**src/rtl/load_store_unit.sv**
```systemverilog
// load_store_unit: RV32I memory-stage load/store unit.
// Aligns store data and byte enables onto the word-wide data-memory port,
// runs the request/grant/response handshake, and sign/zero-extends load
// results for writeback. Misaligned halfword/word accesses are rejected
// with a one-cycle pulse and never reach memory.
module load_store_unit (
    input  logic        clk,
    input  logic        rst_n,
    input  logic        req_valid,
    output logic        req_ready,
    input  logic [7:0]  mem_operation,
    input  logic [31:0] address,
    input  logic [31:0] store_data,
    input  logic [4:0]  rd_index,
    output logic        dmem_req,
    output logic        dmem_we,
    output logic [31:0] dmem_addr,
    output logic [3:0]  dmem_be,
    output logic [31:0] dmem_wdata,
    input  logic        dmem_gnt,
    input  logic        dmem_rvalid,
    input  logic [31:0] dmem_rdata,
    output logic        wb_valid,
    output logic [4:0]  wb_rd,
    output logic [31:0] wb_data,
    output logic        misaligned,
    output logic [31:0] misaligned_addr
);

    // Operation codes shared with the execute stage (isa.svh values).
    localparam logic [7:0] ALU_OPERATIONS_LB  = 8'h20;
    localparam logic [7:0] ALU_OPERATIONS_LH  = 8'h21;
    localparam logic [7:0] ALU_OPERATIONS_LW  = 8'h22;
    localparam logic [7:0] ALU_OPERATIONS_LBU = 8'h23;
    localparam logic [7:0] ALU_OPERATIONS_LHU = 8'h24;
    localparam logic [7:0] ALU_OPERATIONS_SB  = 8'h28;
    localparam logic [7:0] ALU_OPERATIONS_SH  = 8'h29;
    localparam logic [7:0] ALU_OPERATIONS_SW  = 8'h2A;

    localparam logic [1:0] SIZE_BYTE = 2'd0;
    localparam logic [1:0] SIZE_HALF = 2'd1;
    localparam logic [1:0] SIZE_WORD = 2'd2;

    typedef enum logic [1:0] {
        IDLE     = 2'd0,
        REQ      = 2'd1,
        WAIT_RSP = 2'd2
    } state_t;

    state_t      state_q, state_d;
    logic        dmem_we_q, dmem_we_d;
    logic [31:0] dmem_addr_q, dmem_addr_d;
    logic [3:0]  dmem_be_q, dmem_be_d;
    logic [31:0] dmem_wdata_q, dmem_wdata_d;
    logic [1:0]  op_size_q, op_size_d;
    logic        op_unsigned_q, op_unsigned_d;
    logic [1:0]  offset_q, offset_d;
    logic [4:0]  load_rd_q, load_rd_d;
    logic        wb_valid_q, wb_valid_d;
    logic [4:0]  wb_rd_q, wb_rd_d;
    logic [31:0] wb_data_q, wb_data_d;
    logic        misaligned_q, misaligned_d;
    logic [31:0] misaligned_addr_q, misaligned_addr_d;

    logic        is_load;
    logic        is_store;
    logic [1:0]  req_size;
    logic        req_unsigned;
    logic        access_misaligned;
    logic [3:0]  req_be;
    logic [31:0] req_wdata;
    logic [7:0]  rsp_byte;
    logic [15:0] rsp_half;
    logic [31:0] load_result;

    // Decode the incoming operation into size, direction and lane layout.
    always_comb begin
        is_load      = 1'b0;
        is_store     = 1'b0;
        req_size     = SIZE_BYTE;
        req_unsigned = 1'b0;
        case (mem_operation)
            ALU_OPERATIONS_LB:  begin is_load = 1'b1; req_size = SIZE_BYTE; end
            ALU_OPERATIONS_LH:  begin is_load = 1'b1; req_size = SIZE_HALF; end
            ALU_OPERATIONS_LW:  begin is_load = 1'b1; req_size = SIZE_WORD; end
            ALU_OPERATIONS_LBU: begin is_load = 1'b1; req_size = SIZE_BYTE; req_unsigned = 1'b1; end
            ALU_OPERATIONS_LHU: begin is_load = 1'b1; req_size = SIZE_HALF; req_unsigned = 1'b1; end
            ALU_OPERATIONS_SB:  begin is_store = 1'b1; req_size = SIZE_BYTE; end
            ALU_OPERATIONS_SH:  begin is_store = 1'b1; req_size = SIZE_HALF; end
            ALU_OPERATIONS_SW:  begin is_store = 1'b1; req_size = SIZE_WORD; end
            default: ;
        endcase

        access_misaligned = ((req_size == SIZE_HALF) && address[0]) ||
                            ((req_size == SIZE_WORD) && (address[1:0] != 2'b00));

        case (req_size)
            SIZE_BYTE: begin
                req_be    = 4'b0001 << address[1:0];
                req_wdata = {4{store_data[7:0]}};
            end
            SIZE_HALF: begin
                req_be    = address[1] ? 4'b1100 : 4'b0011;
                req_wdata = {2{store_data[15:0]}};
            end
            default: begin
                req_be    = 4'b1111;
                req_wdata = store_data;
            end
        endcase
    end

    // Pick the addressed byte/halfword from the returned word and extend it.
    always_comb begin
        case (offset_q)
            2'd0:    rsp_byte = dmem_rdata[7:0];
            2'd1:    rsp_byte = dmem_rdata[15:8];
            2'd2:    rsp_byte = dmem_rdata[23:16];
            default: rsp_byte = dmem_rdata[31:24];
        endcase
        rsp_half = offset_q[1] ? dmem_rdata[31:16] : dmem_rdata[15:0];

        case (op_size_q)
            SIZE_BYTE: load_result = op_unsigned_q ? {24'd0, rsp_byte}
                                                   : {{24{rsp_byte[7]}}, rsp_byte};
            SIZE_HALF: load_result = op_unsigned_q ? {16'd0, rsp_half}
                                                   : {{16{rsp_half[15]}}, rsp_half};
            default:   load_result = dmem_rdata;
        endcase
    end

    // Next-state and next-register logic for the request/grant/response FSM.
    always_comb begin
        state_d           = state_q;
        dmem_we_d         = dmem_we_q;
        dmem_addr_d       = dmem_addr_q;
        dmem_be_d         = dmem_be_q;
        dmem_wdata_d      = dmem_wdata_q;
        op_size_d         = op_size_q;
        op_unsigned_d     = op_unsigned_q;
        offset_d          = offset_q;
        load_rd_d         = load_rd_q;
        wb_valid_d        = 1'b0;
        wb_rd_d           = wb_rd_q;
        wb_data_d         = wb_data_q;
        misaligned_d      = 1'b0;
        misaligned_addr_d = misaligned_addr_q;

        case (state_q)
            IDLE: begin
                if (req_valid && (is_load || is_store)) begin
                    if (access_misaligned) begin
                        misaligned_d      = 1'b1;
                        misaligned_addr_d = address;
                    end else begin
                        state_d       = REQ;
                        dmem_we_d     = is_store;
                        dmem_addr_d   = {address[31:2], 2'b00};
                        dmem_be_d     = req_be;
                        dmem_wdata_d  = req_wdata;
                        op_size_d     = req_size;
                        op_unsigned_d = req_unsigned;
                        offset_d      = address[1:0];
                        load_rd_d     = rd_index;
                    end
                end
            end
            REQ: begin
                if (dmem_gnt) begin
                    state_d = dmem_we_q ? IDLE : WAIT_RSP;
                end
            end
            WAIT_RSP: begin
                if (dmem_rvalid) begin
                    wb_valid_d = 1'b1;
                    wb_rd_d    = load_rd_q;
                    wb_data_d  = load_result;
                    state_d    = IDLE;
                end
            end
            default: state_d = IDLE;
        endcase
    end

    // State and output registers; reset abandons any in-flight access.
    always_ff @(posedge clk or negedge rst_n) begin
        if (!rst_n) begin
            state_q           <= IDLE;
            dmem_we_q         <= 1'b0;
            dmem_addr_q       <= 32'd0;
            dmem_be_q         <= 4'd0;
            dmem_wdata_q      <= 32'd0;
            op_size_q         <= SIZE_BYTE;
            op_unsigned_q     <= 1'b0;
            offset_q          <= 2'd0;
            load_rd_q         <= 5'd0;
            wb_valid_q        <= 1'b0;
            wb_rd_q           <= 5'd0;
            wb_data_q         <= 32'd0;
            misaligned_q      <= 1'b0;
            misaligned_addr_q <= 32'd0;
        end else begin
            state_q           <= state_d;
            dmem_we_q         <= dmem_we_d;
            dmem_addr_q       <= dmem_addr_d;
            dmem_be_q         <= dmem_be_d;
            dmem_wdata_q      <= dmem_wdata_d;
            op_size_q         <= op_size_d;
            op_unsigned_q     <= op_unsigned_d;
            offset_q          <= offset_d;
            load_rd_q         <= load_rd_d;
            wb_valid_q        <= wb_valid_d;
            wb_rd_q           <= wb_rd_d;
            wb_data_q         <= wb_data_d;
            misaligned_q      <= misaligned_d;
            misaligned_addr_q <= misaligned_addr_d;
        end
    end

    assign req_ready       = (state_q == IDLE);
    assign dmem_req        = (state_q == REQ);
    assign dmem_we         = dmem_we_q;
    assign dmem_addr       = dmem_addr_q;
    assign dmem_be         = dmem_be_q;
    assign dmem_wdata      = dmem_wdata_q;
    assign wb_valid        = wb_valid_q;
    assign wb_rd           = wb_rd_q;
    assign wb_data         = wb_data_q;
    assign misaligned      = misaligned_q;
    assign misaligned_addr = misaligned_addr_q;

endmodule

```
**config.mk**
```make
export PLATFORM = sky130hd
export DESIGN_NAME = load_store_unit
export DESIGN_NICKNAME = d
export VERILOG_FILES = /design/src/rtl/load_store_unit.sv
export SDC_FILE = /design/constraint.sdc
export NUM_CORES = 1
export LEC_CHECK = 0
export BUFFER_PORTS_ARGS = -buffer_cell sky130_fd_sc_hd__buf_4
export CORE_MARGIN = 3
export CORE_UTILIZATION = 45
export DETAILED_ROUTE_END_ITERATION = 8
export PLACE_DENSITY_LB_ADDON = 0.1
export SLEW_MARGIN = 0
export SYNTH_ARGS = -nofsm -noshare
export SYNTH_HDL_FRONTEND = slang
export SYNTH_SLANG_ARGS = --single-unit
```
**constraint.sdc**
```tcl
create_clock -name clk -period 1.9 [get_ports clk]
set_input_delay 0.095 -clock clk [delete_from_list [all_inputs] [get_ports clk]]
set_output_delay 0.095 -clock clk [all_outputs]
set_load 0.02 [all_outputs]
```
==> impl_metrics.tcl <==
set metrics [dict create \
    status "finished clean" \
    numCtsBuffers 17 \
    clkTransAtPathRegs_ns 0.07 \
    cts.sinks 150 \
    async_reset_ff_share_pct 100 \
    critical_path.cell_chain "nor2_2, and3_2, o2111ai_4, buf_12, buf_12, mux2_4" \
    die_y_um 131 \
    power_density_nw_per_um2 1030 \
    syn_to_final_growth_pct 52.8 \
    r2r-start "state_q[1]" \
    tightest_slew_ns 0.641 \
    yosysTopAreaCellShare_pct 53.6 \
    via_per_inst 5.26 \
    grt_pass1_vias 6160 \
    avgSynthCellArea_um2 11.7 \
    cp-end-kind "flop" \
    layout.nets 1054 \
    rsz0062_at_grt "false" \
    yosysTopAreaCell "dfrtp_1" \
    final_area_um2 10700 \
    synth.cells.most_frequent "dfrtp_1, nand2_1, mux2_4, o21ai_0, nand3_1" \
    drtIter0Drc 393 \
    drc 0 \
    slew_violations 0 \
    p_leak_nw 5.59 \
    critPathLaunch "state_q[1]" \
    die_w_um 131 \
    core.rowCount 44 \
    peakVddDrop_mv 0.734 \
    p_int_mw 7.46 \
    synthTopCellsByArea "dfrtp_1, mux2_4, nand2_1, o21ai_0, nand3_1" \
    yosysSeqAreaShare_pct 53.6 \
    final.period_utilization_pct 95.3 \
    fin_setup_tns_ns 0 \
    gp_congestion 0.822 \
    diodes 0 \
    place_ws_ns 0.126 \
    routed_wl_um 20800 \
    dr_total_vias 5983 \
    coreArea_um2 14900 \
    cp_data_required_time_ns 2.20 \
    holdPathStages 2 \
    critPathBufInv 2 \
    antenna_found_initial 0 \
    fillerInstances 1068 \
    critPathSlowestCell "dfrtp_1" \
    crit_arrival_ns 2.11 \
    ys_seq_elements 150 \
    drtPass1Iterations 5 \
    wl_per_cell_um 18.3 \
    critPathMaxStageDelay_ns 0.43 \
    root_buffer "clkbuf_16" \
    critical_path_class "flop to flop" \
    synth.distinct_cells 50 \
    cp_num_cells 6 \
    hold_violations 0 \
    cts_tree "done" \
    fmax_mhz 552 \
    clk_path_buf_depth 2 \
    finalClockSkew_ns 0.00787 \
    h-tree-depth 4 \
    p_comb_share_pct 30.8 \
    cp-start-kind "flop" \
    grt_pass1_wl_um 32100 \
    yosysMostFrequentCell "dfrtp_1" \
    switching_share_pct 32.4 \
    hold_ws_ns 0.0180 \
    drive_gt1_share_pct 42.2 \
    grt_start_max_net_pins 69 \
    cap_violations 0 \
    antenna_left 0 \
    yosys_warnings 0 \
    io_buffers 253 \
    start_util_pct 47.1 \
    syn_area_um2 7010 \
    synth_cells 597 \
    min_period_ns 1.81 \
    setup_viol 0 \
    ios 256 \
    maxSlewHeadroom_pct 57.3 \
    min_from "address[0]" \
    cpMostUsedCell "buf_12" \
    p_seq_share_pct 38.4 \
    yosys_most_used_dff "dfrtp_1" \
    track_usage_pct 24.0 \
    dp_hpwl_um 14200 \
    gr-total-overflow 0 \
    rr_worst_depth 6 \
    place_area_um2 9170 \
    crit_family "simple AND/OR/NAND/NOR gates" \
    min_path_type "input port to flop" \
    clock_power_share_pct 30.8 \
    crit_fanout 34 \
    synth_edf_count 0 \
    fin_ws_ns 0.0889 \
    p_switching_mw 3.57 \
    dieArea_um2 17100 \
    clk_latency_ns 0.42 \
]
[power groups by stage]
stage | combinational [mW] | clock (mW) | sequential [mW]
global placement | 3.20 | 0 | 4.25
global route | 3.65 | 3.61 | 4.31
finish | 3.39 | 3.39 | 4.23
floorplan | 0.970 | 0 | 4.96
CTS | 3.40 | 3.46 | 4.23
detailed placement | 3.26 | 0 | 4.28
[area by class of cell]
| type | instances | area, um2 | area share (%) |
|---|---|---|---|
| Sequential cell | 150 | 3750 | 35.1 |
| Timing Repair Buffer | 367 | 3120 | 29.1 |
| Multi-Input combinational cell | 401 | 2990 | 28.0 |
| Clock buffer | 17 | 425 | 3.97 |
| Tap cell | 184 | 230 | 2.15 |
| Clock inverter | 15 | 169 | 1.58 |
| Inverter | 3 | 11.3 | 0.105 |
[what timing repair did]
item | in CTS | in global routing
endpoints found under the setup margin | 0 | 47
hold endpoints to repair | 178 | 1
setup buffers | 0 | 1
gates resized for setup | 0 | 1
hold buffers | 82 | 1
[cells by family (layout without fill, tap and decap cells)]
group	after synthesis	in the layout	share of synthesized area (%)
muxes	95	95	18.9
DFF	150	150	53.6
other	1	2	0.0535
AOI/OAI and AO/OA	117	117	10.8
xor gates and xnor gates	1	1	0.125
and+or+nand+nor	186	186	12.7
buffers and inverters	47	402	3.93
[path summary, 6_finish.rpt]
| check | to | slack, ns |
|---|---|---|
| worst min register to register | wb_rd[0] | 0.47 |
| min in group asynchronous | dmem_addr[12] | 0.23 |
| max in group asynchronous | misaligned_addr[14] | 0.99 |
| worst max-delay path | load_rd_q[2] | 0.09 |
| worst min-delay path | misaligned_addr[0] | 0.02 |
| worst max register to register | load_rd_q[2] | 0.09 |
[layer usage]
layer	vias to the layer above	global-route usage [%]	part of all wire [%]	wire (um)
li1	2810	-	-	-
met1	2864	30.2	42	8630
met2	272	39.9	49	10300
met3	37	6.67	6.7	1390
met4	0	8.71	2.3	487
met5	-	0	0	0
[state kept, by name, summed over array words and instances, names as in the netlist, 2 cells and up]
| name | flops |
|---|---|
| offset_q | 2 |
| wb_rd | 5 |
| op_size_q | 2 |
| misaligned_addr | 32 |
| dmem_addr | 30 |
| wb_data | 32 |
| state_q | 2 |
| dmem_be | 4 |
| load_rd_q | 5 |
| dmem_wdata | 32 |
[cells in the final DEF, fill, tap and decap left out, drive strengths merged, types with 5 or more instances in the layout]
cell	instances
nand3	36
mux2	78
buf	281
nand2	90
clkinv	6
a32o	9
a22o	7
nor2	24
o22ai	6
mux2i	16
dlygate4sd3	83
a21oi	27
a31oi	7
a22oi	9
dfrtp	150
o21ai	41
clkbuf	20
nor2b	5
inv	8
nor3	8
[through the flow]
step / instances / util, % / total power [mW]
2_1_floorplan: 598 / - / 5.93
3_3_place_gp: 1018 / 61.7 / 7.45
3_5_place_dp: 1018 / 61.7 / 7.54
4_1_cts: 1132 / 71.2 / 11.1
5_1_grt: 1137 / 72.0 / 11.6
6_report: 1137 / 72.0 / 11.0
Power figures use the tool's default switching activity.
